## src/rtl/tile_sprite_rom.sv

```systemverilog
// Procedural 30x30 sprite ROM (cover, flag, mine) for the minesweeper display.
// Decodes tile-relative row/col combinationally and registers the 12-bit RGB colour.
module tile_sprite_rom #(
    parameter int          TILE         = 30,
    parameter logic [11:0] OUT_OF_RANGE = 12'h000
) (
    input  logic        clk,
    input  logic        rst,
    input  logic [1:0]  sel,
    input  logic [9:0]  row,
    input  logic [9:0]  col,
    output logic [11:0] color_data
);

    localparam logic [11:0] LIGHT = 12'hFFF;
    localparam logic [11:0] MID   = 12'hBBB;
    localparam logic [11:0] DARK  = 12'h777;
    localparam logic [11:0] BLACK = 12'h000;
    localparam logic [11:0] RED   = 12'hF00;

    localparam logic [9:0] TILE_W = 10'(TILE);

    logic [11:0]        color_d;
    logic [11:0]        color_q;
    logic               in_range;
    logic [11:0]        cover_color;
    logic [10:0]        diag_sum;
    logic [9:0]         pen_dist;
    logic [9:0]         pen_start;
    logic signed [6:0]  dr;
    logic signed [6:0]  dc;
    logic signed [13:0] dist_sq;

    // Negative tile offsets wrap to large unsigned values and land out of range here.
    assign in_range = (row < TILE_W) && (col < TILE_W);

    // row<3 && col<30-row is the same as row+col<30, likewise for the column edge.
    assign diag_sum = {1'b0, row} + {1'b0, col};

    always_comb begin
        cover_color = MID;
        if (((row < 10'd3) || (col < 10'd3)) && (diag_sum < 11'd30)) begin
            cover_color = LIGHT;
        end else if ((row >= 10'd27) || (col >= 10'd27)) begin
            cover_color = DARK;
        end
    end

    always_comb begin
        pen_dist  = (row >= 10'd9) ? (row - 10'd9) : (10'd9 - row);
        pen_start = 10'd8 + {pen_dist[8:0], 1'b0};
        dr        = $signed({2'b00, row[4:0]}) - 7'sd15;
        dc        = $signed({2'b00, col[4:0]}) - 7'sd15;
        dist_sq   = dr * dr + dc * dc;
    end

    always_comb begin
        color_d = OUT_OF_RANGE;
        if (in_range) begin
            case (sel)
                2'd0: color_d = cover_color;
                2'd1: begin
                    color_d = cover_color;
                    if ((col >= 10'd15) && (col <= 10'd16) && (row >= 10'd6) && (row <= 10'd22)) begin
                        color_d = BLACK;
                    end else if ((row >= 10'd21) && (row <= 10'd23) && (col >= 10'd9) && (col <= 10'd22)) begin
                        color_d = BLACK;
                    end else if ((row >= 10'd6) && (row <= 10'd12) && (col <= 10'd14) && (col >= pen_start)) begin
                        color_d = RED;
                    end
                end
                2'd2: begin
                    if ((row >= 10'd11) && (row <= 10'd12) && (col >= 10'd11) && (col <= 10'd12)) begin
                        color_d = LIGHT;
                    end else if (dist_sq <= 14'sd64) begin
                        color_d = BLACK;
                    end else if (((row == 10'd15) && (col >= 10'd4) && (col <= 10'd26)) ||
                                 ((col == 10'd15) && (row >= 10'd4) && (row <= 10'd26))) begin
                        color_d = BLACK;
                    end else if ((row == 10'd0) || (col == 10'd0)) begin
                        color_d = DARK;
                    end else begin
                        color_d = MID;
                    end
                end
                default: color_d = OUT_OF_RANGE;
            endcase
        end
    end

    always_ff @(posedge clk or posedge rst) begin
        if (rst) begin
            color_q <= 12'h000;
        end else begin
            color_q <= color_d;
        end
    end

    assign color_data = color_q;

endmodule

```

## config.mk

```make
export PLATFORM = sky130hd
export DESIGN_NAME = tile_sprite_rom
export DESIGN_NICKNAME = d
export VERILOG_FILES = /design/src/rtl/tile_sprite_rom.sv
export SDC_FILE = /design/constraint.sdc
export NUM_CORES = 1
export LEC_CHECK = 0
export ABC_CLOCK_PERIOD_IN_PS = 800
export CAP_MARGIN = 20
export CORE_AREA = 4 4 95 97
export CTS_CLUSTER_DIAMETER = 150
export DETAILED_ROUTE_END_ITERATION = 16
export DIE_AREA = 0 0 99 101
export HOLD_SLACK_MARGIN = 0.03
export PLACE_DENSITY = 0.75
export RECOVER_POWER = 100
export SETUP_SLACK_MARGIN = 0.05
export SYNTH_ARGS = -nofsm -noshare
export SYNTH_HDL_FRONTEND = slang
export SYNTH_SLANG_ARGS = --single-unit
```

## constraint.sdc

```tcl
create_clock -name clk -period 0.8 [get_ports clk]
set_clock_uncertainty 0.1 [all_clocks]
set_input_delay 0.16 -clock clk [delete_from_list [all_inputs] [get_ports clk]]
set_output_delay 0.16 -clock clk [all_outputs]
set_load 0.01 [all_outputs]
```

# --- Yosys cells after proc, flatten, opt, wreduce, memory -nomap -nowiden ---
# Cells that the tools add are included.
totals:
  output_inout_bits: 12
  input_bits: 24
  ff_bits: 12
  word_cells: 78
op_classes:
  n_eq_ne: 4
  reduce_logical: 25
  multipliers: 2
  order_cmp: 27
  add_sub_neg: 7
  n_mux: 12
op_table:
  columns: ["op", "n"]
  rows:
  - ["12-bit 2-to-1 mux", 10]
  - ["10-bit by 5-bit less-or-equal comparator with 1-bit output (second input constant)", 6]
  - ["10-bit by 4-bit >= comparator with 1-bit output (second input constant)", 5]
  - ["12-bit one-hot mux with 3 select lines", 1]
  - ["10-bit by 3-bit >= comparator with 1-bit output (second input constant)", 3]
  - ["10-bit by 5-bit >= comparator with 1-bit output (second input constant)", 3]
  - ["10-bit by 4-bit less-or-equal comparator with 1-bit output (second input constant)", 3]
  - ["6-bit by 6-bit multiplier with 12-bit output", 2]
  - ["10-bit by 4-bit == test with 1-bit output (second input constant)", 2]
  - ["10-bit logical NOT", 2]
  - ["10-bit by 2-bit less-than comparator with 1-bit output (second input constant)", 2]
  - ["10-bit by 5-bit less-than comparator with 1-bit output (second input constant)", 2]
  - ["1-bit logical AND", 18]
  - ["12-bit by 12-bit adder with 13-bit output", 1]
  - ["13-bit by 8-bit less-or-equal comparator with 1-bit output (second input constant)", 1]
  - ["5-bit by 4-bit subtractor with 6-bit output (second input constant)", 2]
  - ["10-bit by 10-bit adder with 11-bit output", 1]
  - ["11-bit by 5-bit less-than comparator with 1-bit output (second input constant)", 1]
  - ["4-bit by 10-bit adder with 10-bit output (first input constant)", 1]
  - ["10-bit >= comparator", 1]
  - ["9-bit 2-to-1 mux", 1]
  - ["4-bit by 9-bit subtractor with 9-bit output (first input constant)", 1]
  - ["9-bit by 4-bit subtractor with 9-bit output (second input constant)", 1]
  - ["1-bit logical OR", 4]
  - ["3 further kinds", 3]

# --- Longest topological paths before layout ---
logic_depth:
  depth_word: 10
  depth_mapped: 24

# --- Least setup slack after synthesis ---
# Ideal clock, no wire load.
synth_timing:
  path_kind: "in2reg"
  from: "input col[2]"
  to: "register color_q[11] (netlist: color_data[11])"
  path_slack_ns: -5.417
  n_path_buf: 1
  required_ns: 0.563
  path_stages: 22
  setup_ns: 0.137
  t_arrival_ns: 5.979
  cell_sequence: "clkbuf_1 nand3_1 xor2_1 and2_1 inv_1 fa_1 fa_1 fa_1 fa_1 inv_1 fa_1 inv_1 fa_1 inv_1 ha_1 fa_1 a21o_1 a21oi_1 mux2i_1 o2111ai_1 a31oi_2 o32ai_1"
synth_between:
  elab_chain_len: 9
synth_rtl:
  columns: ["item", "line_no", "source"]
  rows:
  - ["start: declaration", "11", "input logic [9:0] col,"]
  - ["parallel branches: the longest is 8 deep, another holds 12-bit by 12-bit adder with 13-bit output", null, null]
  - ["12-bit 2-to-1 mux *", "59", "if (in_range) begin"]
  - ["via color_d[11]", "23", "logic [11:0] color_d;"]
  - ["end signal: assignment", "95", "color_q <= color_d;"]
  - ["end: declaration", "24", "logic [11:0] color_q;"]
# Mark *: on every way through the listed nets, which the timed path passes.

# --- Worst setup path in the final report ---
layout_timing:
  from: "input row[1]"
  to: "register color_q[11] (netlist: color_data[11])"
layout_between:
  elab_chain_len: 10
layout_rtl:
  columns: ["item", "line_no", "source"]
  rows:
  - ["start: declaration", "10", "input logic [9:0] row,"]
  - ["parallel branches: the longest is 9 deep, another holds 12-bit by 12-bit adder with 13-bit output", null, null]
  - ["12-bit 2-to-1 mux *", "59", null]
  - ["via color_d[11]", "23", null]
# Marked as above.

==> metrics.md <==
| Metric | Value |
|---|---|
| GPL Wtd Cong | 0.990 |
| Total GRT Usage | 0.269 |
| Vert. Die Dim | 101 um |
| Max Freq | 0.177 GHz |
| Initial antenna violation count | 0 |
| DIE AREA | 10000 um2 |
| HPWL Detailed | 11,000 um |
| Overall Power | 23.6 mW |
| Layout cells sized above 1 | 0.364 |
| Crit path from | row[1] |
| Placeable Area | 8130 um2 |
| Outcome | finished, violations left |
| Crit share post-route | 7.07 |
| Slew Limit Fails | 0 |
| Chip width | 99 um |
| Slowest cell delay on critical path | 530 ps |
| WL/cell | 16.4 um |
| IO Port Bufs | 35 |
| Arrival time worst endpoint | 5640 ps |
| Commonest non-fill, non-tap cell in the layout | buf_4 |
| Worst-path fanout max | 4 |
| Drt via density | 5.41 |
| Max reg flops | 6 |
| Layout fillers | between 500 and 600 |
| LEAKAGE | approximately 3.1 nW |
| Hold crit path type | input pin to asynchronous set/reset pin |
| Most frequent cells in the layout | buf_4, inv_1, fa_1 |
| Slowest-stage cell, CP | fa_1 |
| Synth Area per Inst | 8.87 um2 |
| Seq/Total Area, Yosys | 0.0341 |
| WS Path Type | input pin to register |
| Synthesis Warnings | 0 |
| Antenna viol nets, final | 0 |
| DP Worst Slack | -5750 ps |
| CP Capture Point | color_data[11] |
| Worst-Margin Slew | about 520 ps |
| Crit path depth | 25 |
| Gate Count Post-Synth | 497 |
| Via count | ~4,200 |
| Synth Cell Area | 4410 um2 |
| Endpoints failing setup | 18 |
| Setup TNS Final | -31,700 ps |
| Seq cells post-synth | 6 |
| DR pass1 iterations | 5 |
| Hold WS | approximately 200 ps |
| # Max-Cap Violations | 0 |
| Initial core utilization | 0.542 |
| Clk root buf | clkbuf_8 |
| Post-route cell area | 6330 um2 |
| Area grow syn2layout | 43.6% |
| Max VDD drop | 3.67 mV |
| CP Capture Type | register |
| Area after DPL | between 6000 and 7000 um2 |
| Unique cell type count in the Yosys netlist | 64 |
| Power Density | 3730 nW/um2 |
| Num CTS Buffers | 3 |
| Clock sinks | 6 |
| Failing checks | negative setup slack |
| Normalized max-slew margin | 0.644 |
| Vias in the first global route | 4,469 |
| Multi-input logic area | ~4200 um2 |
| CP most frequent cell | fa_1 |
| Row count | 33 |
| Diode count | 0 |
| Non-Filler Instances | 767 |
| Post-synth EDFFs | 0 |
| Final WS setup | -4860 ps |
| Clk buf depth | 2 |
| Delay-heaviest family, CP | adder cells |
| Placed cells | 750 |
| Register area | 151 um2 |
| Total grt overflow | 0 |
| WP buf/inv | 7 |
| Tmin final | approximately 5700 ps |
| Clock transition at path regs | ~40 ps |
| Fin util | 0.779 |
| CTS tree | built |
| # DRC | 0 |
| Crit path required time | 780 ps |
| First-pass GRT wire length | ~22,000 um |
| Ys async rst share | 1.00 |
| Top_reg_cell synth | dfrtp_1 |
| Syn nets | 649 |
| RSZ-0062 raised after global routing | yes |
| Fin. Hold Viols | 0 |
| Final net count | ~820 |
| Htree depth | 1 |
| Detailed Route Iter0 Violations | 226 |
| Num ports | 36 |
| Total Wirelength | about 13,000 um |
| Startpoint types | input pin |
| Largest net degree at the start of global routing | 19 |
worst min-delay path by stage:
stage / from / end / slack (ps) / cells past startpoint
5_1_grt: rst / color_data[7] / 220 / 2
2_1_floorplan: rst / color_data[10] / -150 / 1
6_report: rst / color_data[7] / 200 / 2
3_5_place_dp: rst / color_data[10] / 300 / 2
4_1_cts: rst / color_data[7] / 60 / 2
3_3_place_gp: rst / color_data[10] / 280 / 2
layout make-up:
class	instances	share of cell area
inverters	101	0.0603
clock buffers	4	0.00711
multi-input cells	372	0.656
flip-flops and latches	6	0.0239
repair buffers	179	0.232
well taps	105	0.0207
logic make-up (layout without fill, tap and decap cells):
logic type,Yosys count,in the layout,synth area share
adder cells (fa/ha/maj),128,128,0.472
AND/OR/NAND/NOR,126,126,0.159
buffers and inverters,119,284,0.108
AO/OA/AOI/OAI,86,86,0.157
XOR/XNOR,27,27,0.0568
flip-flops,6,6,0.0341
multiplexers,5,5,0.0119
repair_timing:
item | in CTS | in global routing
pin swaps | 38 | 10
setup endpoints to repair | 18 | 18
hold buffers | 0 | 0
gates resized for setup | 136 | 13
setup buffers | 10 | 3
cloned | 0 | 0
report_power, final:
group / leakage [nW] / switching [mW] / internal [mW]
Clock: 0.0228 / 0.128 / 0.343
Combinational: 3.02 / 11.6 / 11.2
Sequential: 0.0822 / 0.000193 / 0.305
metal layers:
metal | share of wire | vias to the layer above | global-route usage
met5 | 0 | - | 0
li1 | - | 1999 | -
met1 | 0.44 | 2006 | 0.374
met2 | 0.50 | 126 | 0.467
met3 | 0.047 | 21 | 0.0180
met4 | 0.017 | 0 | 0.0483
Yosys cell counts, types with 3 or more instances:
library cell | count | area, um2
or4_1 | 5 | 37.5
nand2b_1 | 10 | 62.6
xnor2_1 | 15 | 131
xor2_1 | 11 | 96.3
nor2_1 | 23 | 86.3
fa_1 | 64 | 1280
a221oi_1 | 3 | 26.3
a31oi_1 | 3 | 18.8
o32ai_1 | 3 | 26.3
o21ai_0 | 9 | 45.0
a211oi_1 | 6 | 45.0
nor3_1 | 5 | 25.0
a21o_1 | 4 | 30.0
buf_4 | 6 | 45.0
mux2i_1 | 3 | 30.0
o2111ai_1 | 3 | 26.3
o21bai_1 | 3 | 22.5
a21oi_1 | 15 | 75.1
nor4_1 | 6 | 37.5
or2_2 | 7 | 43.8
inv_1 | 101 | 379
clkbuf_1 | 8 | 30.0
nor2b_1 | 13 | 81.3
ha_1 | 64 | 801
a211o_1 | 5 | 43.8
dfrtp_1 | 6 | 150
nand3_1 | 9 | 45.0
and2_1 | 8 | 50.1
nand4_1 | 3 | 18.8
o21a_1 | 6 | 45.0
nand2_1 | 26 | 97.6
(Power assumes the default switching activity.)
